==> config.mk <==
export PLATFORM = sky130hd
export DESIGN_NAME = ysyx_22040127_decode_stage
export DESIGN_NICKNAME = d
export VERILOG_FILES = /design/src/rtl/ysyx_22040127_decode_stage.sv
export SDC_FILE = /design/constraint.sdc
export NUM_CORES = 1
export LEC_CHECK = 0
export ABC_AREA = 1
export CAP_MARGIN = 5
export CORE_UTILIZATION = 45
export CTS_BUF_LIST = sky130_fd_sc_hd__clkbuf_8
export DETAILED_ROUTE_END_ITERATION = 8
export PLACE_DENSITY_LB_ADDON = 0.05
export SKIP_CTS_REPAIR_TIMING = 1
export SKIP_LAST_GASP = 1
export SYNTH_ARGS = -nofsm -noshare
export SYNTH_HDL_FRONTEND = slang
export SYNTH_SLANG_ARGS = --single-unit
==> constraint.sdc <==
create_clock -name clk -period 1.5 [get_ports clk]
set_input_delay 0.3 -clock clk [delete_from_list [all_inputs] [get_ports clk]]
set_output_delay 0.3 -clock clk [all_outputs]
set_load 0.005 [all_outputs]
==> src/rtl/ysyx_22040127_decode_stage.sv <==
// RV32I/RV64I decode stage: combinational decode into a two-entry elastic buffer (head + skid).
// Define DECODE_PERF_CNT_EN to add the delivered/stall performance counters and their ports.
module ysyx_22040127_decode_stage #(
    parameter int XLEN  = 64,
    parameter int CNT_W = 32
) (
    input  logic             clk,
    input  logic             rst,
    input  logic             flush,
    input  logic             in_valid,
    output logic             in_ready,
    input  logic [31:0]      in_inst,
    input  logic [XLEN-1:0]  in_pc,
    output logic             out_valid,
    input  logic             out_ready,
    output logic [XLEN-1:0]  out_pc,
    output logic [4:0]       out_rd,
    output logic [4:0]       out_rs1,
    output logic [4:0]       out_rs2,
    output logic [XLEN-1:0]  out_imm,
    output logic [2:0]       out_type,
    output logic             out_reg_wen,
    output logic             out_mem_read,
    output logic             out_mem_write,
    output logic             out_illegal
`ifdef DECODE_PERF_CNT_EN
    ,
    output logic [CNT_W-1:0] perf_dec_cnt,
    output logic [CNT_W-1:0] perf_stall_cnt
`endif
);

    typedef enum logic [2:0] {
        T_I   = 3'd0,
        T_U   = 3'd1,
        T_S   = 3'd2,
        T_J   = 3'd3,
        T_R   = 3'd4,
        T_B   = 3'd5,
        T_N   = 3'd6,
        T_ILL = 3'd7
    } inst_type_e;

    typedef struct packed {
        logic [XLEN-1:0] pc;
        logic [4:0]      rd;
        logic [4:0]      rs1;
        logic [4:0]      rs2;
        logic [XLEN-1:0] imm;
        inst_type_e      itype;
        logic            reg_wen;
        logic            mem_read;
        logic            mem_write;
        logic            illegal;
    } entry_t;

    localparam logic [6:0] OP_LUI    = 7'b0110111;
    localparam logic [6:0] OP_AUIPC  = 7'b0010111;
    localparam logic [6:0] OP_IMM    = 7'b0010011;
    localparam logic [6:0] OP_IMM_W  = 7'b0011011;
    localparam logic [6:0] OP_LOAD   = 7'b0000011;
    localparam logic [6:0] OP_JALR   = 7'b1100111;
    localparam logic [6:0] OP_REG    = 7'b0110011;
    localparam logic [6:0] OP_REG_W  = 7'b0111011;
    localparam logic [6:0] OP_JAL    = 7'b1101111;
    localparam logic [6:0] OP_STORE  = 7'b0100011;
    localparam logic [6:0] OP_BRANCH = 7'b1100011;
    localparam logic [6:0] OP_SYSTEM = 7'b1110011;
    localparam logic [6:0] OP_FENCE  = 7'b0001111;

    localparam bit IS_RV32 = (XLEN == 32);

    if (CNT_W < 1 || (XLEN != 32 && XLEN != 64)) begin : g_cfg_check
        $error("decode_stage: XLEN must be 32 or 64 and CNT_W positive");
    end

    // ---------------- decode ----------------
    entry_t      dec;
    logic [6:0]  opcode;
    logic [31:0] imm32;

    assign opcode = in_inst[6:0];

    // NOTE: every signal written here gets a default first, so no path can infer a latch.
    always_comb begin
        dec     = '0;
        imm32   = '0;
        dec.pc  = in_pc;
        dec.rd  = in_inst[11:7];
        dec.rs1 = in_inst[19:15];
        dec.rs2 = in_inst[24:20];

        // Every legal opcode ends in 2'b11, so compressed encodings fall into the default.
        case (opcode)
            OP_LUI, OP_AUIPC:                 dec.itype = T_U;
            OP_IMM, OP_LOAD, OP_JALR:         dec.itype = T_I;
            OP_IMM_W:                         dec.itype = IS_RV32 ? T_ILL : T_I;
            OP_REG:                           dec.itype = T_R;
            OP_REG_W:                         dec.itype = IS_RV32 ? T_ILL : T_R;
            OP_JAL:                           dec.itype = T_J;
            OP_STORE:                         dec.itype = T_S;
            OP_BRANCH:                        dec.itype = T_B;
            OP_SYSTEM, OP_FENCE:              dec.itype = T_N;
            default:                          dec.itype = T_ILL;
        endcase

        case (dec.itype)
            T_I, T_N: imm32 = {{20{in_inst[31]}}, in_inst[31:20]};
            T_U:      imm32 = {in_inst[31:12], 12'b0};
            T_S:      imm32 = {{20{in_inst[31]}}, in_inst[31:25], in_inst[11:7]};
            T_B:      imm32 = {{19{in_inst[31]}}, in_inst[31], in_inst[7],
                               in_inst[30:25], in_inst[11:8], 1'b0};
            T_J:      imm32 = {{11{in_inst[31]}}, in_inst[31], in_inst[19:12],
                               in_inst[20], in_inst[30:21], 1'b0};
            default:  imm32 = '0;
        endcase

        dec.imm       = XLEN'($signed(imm32));
        dec.illegal   = (dec.itype == T_ILL);
        dec.reg_wen   = (dec.itype inside {T_I, T_U, T_J, T_R}) && (dec.rd != 5'd0);
        dec.mem_read  = !dec.illegal && (opcode == OP_LOAD);
        dec.mem_write = !dec.illegal && (opcode == OP_STORE);
    end

    // ---------------- elastic buffer ----------------
    entry_t head_q, head_d;
    entry_t skid_q, skid_d;
    logic   head_valid_q, head_valid_d;
    logic   skid_valid_q, skid_valid_d;
    logic   push;
    logic   pop;

    // Ready depends only on registered state, so out_ready never reaches in_ready.
    assign in_ready = !skid_valid_q;
    assign pop      = head_valid_q && out_ready;
    assign push     = in_valid && in_ready && !flush;

    always_comb begin
        head_d       = head_q;
        skid_d       = skid_q;
        head_valid_d = head_valid_q;
        skid_valid_d = skid_valid_q;

        if (flush) begin
            head_valid_d = 1'b0;
            skid_valid_d = 1'b0;
        end else if (!head_valid_q || pop) begin
            if (skid_valid_q) begin
                head_d       = skid_q;
                head_valid_d = 1'b1;
                skid_valid_d = 1'b0;
            end else if (push) begin
                head_d       = dec;
                head_valid_d = 1'b1;
            end else begin
                head_valid_d = 1'b0;
            end
        end else if (push) begin
            skid_d       = dec;
            skid_valid_d = 1'b1;
        end
    end

    // NOTE: the payload registers are reset too, because the outputs must read as zero after reset.
    always_ff @(posedge clk or negedge rst) begin
        if (!rst) begin
            head_q       <= '0;
            skid_q       <= '0;
            head_valid_q <= 1'b0;
            skid_valid_q <= 1'b0;
        end else begin
            // NOTE: state updates use non-blocking assignments so all flops sample the same edge.
            head_q       <= head_d;
            skid_q       <= skid_d;
            head_valid_q <= head_valid_d;
            skid_valid_q <= skid_valid_d;
        end
    end

    assign out_valid     = head_valid_q;
    assign out_pc        = head_q.pc;
    assign out_rd        = head_q.rd;
    assign out_rs1       = head_q.rs1;
    assign out_rs2       = head_q.rs2;
    assign out_imm       = head_q.imm;
    assign out_type      = head_q.itype;
    assign out_reg_wen   = head_q.reg_wen;
    assign out_mem_read  = head_q.mem_read;
    assign out_mem_write = head_q.mem_write;
    assign out_illegal   = head_q.illegal;

`ifdef DECODE_PERF_CNT_EN
    // Counters survive flush; only reset clears them.
    logic [CNT_W-1:0] perf_dec_q, perf_dec_d;
    logic [CNT_W-1:0] perf_stall_q, perf_stall_d;

    always_comb begin
        perf_dec_d   = perf_dec_q + CNT_W'(pop);
        perf_stall_d = perf_stall_q + CNT_W'(head_valid_q && !out_ready);
    end

    always_ff @(posedge clk or negedge rst) begin
        if (!rst) begin
            perf_dec_q   <= '0;
            perf_stall_q <= '0;
        end else begin
            perf_dec_q   <= perf_dec_d;
            perf_stall_q <= perf_stall_d;
        end
    end

    assign perf_dec_cnt   = perf_dec_q;
    assign perf_stall_cnt = perf_stall_q;
`endif

endmodule

# Yosys cells after proc, flatten, opt, wreduce, memory -nomap -nowiden

Cells that the tools add are included.

Reductions and logical operators: 24
$lt $le $gt $ge: 0
Multiply operators: 0
Equal/unequal tests: 20
Mux-type cells: 11
Divide/modulo/power cells: 0
Bitwise gates (word level): 2
Shift operators: 0
Add/subtract/negate cells: 0

Operators with widths:

| kind                                                | count |
|---|---|
| two-way mux 150 bit                                 | 2 |
| case mux 32 bit (5 select lines)                    | 1 |
| equality test 7 x 6 -> 1 bit, second input constant | 4 |
| equality test 7 bit, second input constant          | 4 |
| equality test 7 x 5 -> 1 bit, second input constant | 3 |
| case mux 3 bit (7 select lines)                     | 1 |
| equality test 3 bit, second input constant          | 4 |
| OR reduction 2 bit                                  | 4 |
| equality test 7 x 2 -> 1 bit, second input constant | 1 |
| equality test 7 x 4 -> 1 bit, second input constant | 1 |
| two-way mux 1 bit                                   | 7 |
| equality test 3 x 2 -> 1 bit, second input constant | 2 |
| logical AND 1 bit                                   | 6 |
| AND reduction 3 bit                                 | 2 |
| nonzero test 5 bit                                  | 1 |
| logical NOT 1 bit                                   | 4 |
| nonzero test 2 bit                                  | 2 |
| nonzero test 4 bit                                  | 1 |
| OR reduction 4 bit                                  | 1 |
| equality test 3 x 1 -> 1 bit, second input constant | 1 |
| logical NOT 3 bit                                   | 1 |
| nonzero test 3 bit                                  | 1 |
| inverter 1 bit                                      | 2 |
| logical OR 1 bit                                    | 1 |

Word-level logic and storage cells: 79
Memories kept: 0
Memory bits (read-only): 0
Memory bits (writable): 0
Latch bits: 0
Flip-flop bits (word level): 270
Output and inout bits: 152

# Logic depth before layout (Yosys ltp)

Depth in word-level cells: 8
Gate-level depth with buffers: 15

# Worst setup path after synthesis

OpenSTA, ideal clock, no wires.

Kind: input -> register
Start point: input port in_inst[2]
End point: register head_q (netlist bit out_imm[11])
Setup slack: -0.076 ns
Required time: 1.384 ns
Stages: 13
Arrival time: 1.460 ns
Library setup time: 0.116 ns
Cells stage by stage: inv_2 -> nand2_2 -> nor2_8 -> nand2_2 -> nand2_1 -> inv_1 -> nand2_2 -> nand3_2 -> nand3_4 -> buf_6 -> nand3_2 -> nand2_1 -> nand2_1

Cells in the longest elaborated chain, start to end: 8
Elaborated cells on any way between the ends: 28

RTL lines:

| what                                                            | RTL line | text |
|---|---|---|
| start: declaration                                              | 12       | `input logic [31:0] in_inst,` |
| equality test 7 x 2 -> 1 bit (tied with other cells)            | 94       | `case (opcode)` |
| OR reduction 4 bit (no source line) (tied with other cells)     | n/a      |  |
| case mux 3 bit (7 select lines) (*)                             | 94       |  |
| equality test 3 bit / logical NOT 3 bit (equally long branches) | 107      | `case (dec.itype)` |
| OR reduction 2 bit                                              | 107      |  |
| case mux 32 bit (5 select lines) (*)                            | 107      |  |
| two-way mux 150 bit (*)                                         | 152      | `end else if (push) begin` |
| two-way mux 150 bit (*)                                         | 148      | `if (skid_valid_q) begin` |
| end signal: assignment                                          | 167      | `head_q <= '0;` |
| end signal: assignment                                          | 173      | `head_q <= head_d;` |
| end: declaration                                                | 126      | `entry_t head_q, head_d;` |

Every way passes the cells marked *; elsewhere a longest branch is shown, timed or not. The select of a mux whose other input is x is not followed.
A chain may end at the register's enable or synchronous reset.

==> summary.txt <==
STA
  – Tmin final: 1860 ps
  – Fin. Hold Viols: 0
  – Fin worst setup slack: -356 ps
  – RSZ-0062 raised after global routing: true
  – Slew @ Worst Pin: 418 ps
  – Final Max Tran Viols: 0
  – Rel. slew slack: 0.721
  – Crit share post-route: 1.24
  – Fmax: 539 MHz
  – Fin Clk Skew: 27.8 ps
  – Setup violators final: 120

Floorplan
  – Core area: 24200 µm²
  – Row cnt: 57
  – Die area: 25200 µm²
  – Initial Utilization: 0.456
  – # IOs: 253
  – Die width: 159 µm
  – Die Y: 159 µm

Placed design
  – Cell total after placement: 1891
  – PortBufs: 252
  – Placed Area: 14300 µm²
  – HPWL after DPL: 19.0 mm
  – Gpl congestion: 0.845

Yosys
  – Ys flop type: dfrtp_1
  – Yosys cell types: 29
  – Top-count cell post-synth: nand2_1
  – Synth top area cells: dfrtp_1 54%, nand2_1 14%, o21ai_0 12%
  – Largest area contributor in the netlist: dfrtp_1
  – Register bit total from synthesis: 238
  – EDFF count, synth: 0
  – Synthesized area: 11100 µm²
  – Post-synth ARST share: 1.00
  – Syn_nets: 1454
  – Average size of a mapped cell: 8.18 µm²
  – Ys Warns: 0
  – Post-synth top cells: 403 x nand2_1, 267 x o21ai_0, 238 x dfrtp_1
  – Seq/Total Area, Yosys: 0.538
  – Post-synth top area share: 0.538
  – Syn Inst Count: 1353

GRT
  – Initial antenna violation count: 2
  – Largest net degree at the start of global routing: 99
  – Vias in the first global route: 8971
  – Grt ovf: 0
  – Total GRT Usage: 0.225
  – Global-route wire length before repair: 46.2 mm

Critical path
  – CP required: 1200 ps
  – R2r setup slk: -100 ps
  – WP data arrival: 1560 ps
  – Worst Path Max Fanout: 6
  – Crit path launch type: flop
  – Critical path class: flop to primary output
  – RR Startpoint: out_valid
  – Reg2reg path depth: 9
  – Critical R2R Capture: skid_q[87]
  – CP Capture Type: primary output

Run status
  – Status: finished with violations
  – Failing checks: negative setup slack

Clock tree
  – Clk slew on worst S/H paths: 60 ps
  – Clock latency on the worst-skew pair: 560 ps
  – Root Buffer: clkbuf_8
  – Clock buffer depth: 3
  – Number of clock sinks: 238
  – CTS tree: built
  – CTS Buf Count: 42
  – H-tree Lvls: 2

Cells and area
  – Non-Filler Cell Area, Final: 17100 µm²
  – P&R area growth vs syn: 54.7%
  – Final core utilization: 0.706
  – Layout Cells excl Fill: 2043
  – Share of cells above drive strength 1: 0.232
  – Fillers: 1946
  – Nets: 1791

Power and ir drop
  – Worst vdd ir: 827 µV
  – Pleak: 10.3 nW
  – Power, Total: 18.1 mW
  – PD cells: 1060 nW/µm²

Hold path
  – Hold depth: 4
  – Worst Hold Class: input port to flop
  – Worst hold start: in_inst[6]
  – WHS Endpoint: skid_q[1]

Routing
  – Post-DRT Antenna Nets: 0
  – Router iterations before antenna repair: 7
  – Initial DRC Count: 679
  – DRC: 0
  – Vias: 10400
  – Total wire length: 35.9 mm
  – Vias per std cell: 5.09
  – Post-DR wirelength/cell: 17.6 µm

Flow run
  – Max cap viols: 0
worst max-delay path, cell delays in order (launching register included):
cell and delay, ps:
dfrtp_2 500, clkbuf_16 180, buf_8 110, buf_6 110, buf_6 100
flip-flops by register name (all words and copies together), names as in the netlist:
signal and flops:
out_imm 32, out_type 3, skid_q 118, out_illegal 1, out_mem_read 1, out_valid 1
out_rs2 5, out_rd 5, out_rs1 5, skid_valid_q 1, out_mem_write 1, out_pc 64
out_reg_wen 1
power by group:
part / total [mW] / switching [mW] / leakage, nW / internal, mW
Combinational: 4.09 / 1.79 / 6.79 / 2.29
Sequential: 8.49 / 0.798 / 3.01 / 7.70
Clock: 5.51 / 2.67 / 0.455 / 2.84
per-stage QoR:
| step | hold slack, ps | worst slack [ps] | TNS, ps |
|---|---|---|---|
| floorplan | 4.41 | -32.5 | -605 |
| global placement | 229 | -766 | -97790 |
| detailed placement | 229 | -835 | -102420 |
| CTS | -353 | -525 | -56020 |
| global route | 254 | -401 | -19970 |
| finish | 223 | -356 | -10400 |
cells by family after synthesis:
| kind of cell | count (synthesis) | synth area share |
|---|---|---|
| buffers and inverters | 219 | 0.0927 |
| AO/OA/AOI/OAI | 324 | 0.155 |
| flip-flops | 238 | 0.538 |
| AND/OR/NAND/NOR | 572 | 0.214 |
layer usage:
metal  vias up  GRT usage  wire [µm]  share of wire
met5         -          0         13        0.00036
met4         2     0.0658        907          0.025
met3        73     0.0567       2220          0.062
met2       320      0.344      17000           0.47
met1      4986      0.314      15800           0.44
li1       5027          -          -              -
cell usage in the layout, fill, tap and decap left out, types with 26 or more instances in the layout:
cell and instances:
buf_4 78, inv_1 110, o21ai_0 205, buf_12 28, nand2_2 43, clkdlybuf4s50_1 92, dfrtp_1 236, dlymetal6s2s_1 127
clkbuf_8 47, nor2_1 97, a31oi_1 26, nand2_4 26, o21ai_2 30, nand2_1 342, buf_6 31, o21ai_1 32
cell type report:
type / instances / area (µm²) / share of cell area
sequential: 238 / 5960 / 0.348
timing repair buffer: 408 / 4950 / 0.289
multi-input combinational: 898 / 4640 / 0.271
clock buffer: 47 / 647 / 0.0378
inverter: 102 / 405 / 0.0237
tap: 324 / 405 / 0.0237
clock inverter: 24 / 98.8 / 0.00578
antenna: 2 / 5.00 / 0.000292
how the worst max path moves through the flow:
stage	startpoint	end	slack [ps]	cells after the start
after floorplan	in_inst[1]	out_imm[11]	-30	13
after global placement	in_inst[0]	out_imm[21]	-770	13
after detailed placement	in_inst[5]	out_imm[19]	-830	13
after CTS	skid_valid_q	in_ready	-530	2
after global routing	out_imm[62]	out_imm[45]	-400	4
final	out_imm[62]	out_imm[45]	-360	4
Power figures use the tool's default switching activity.
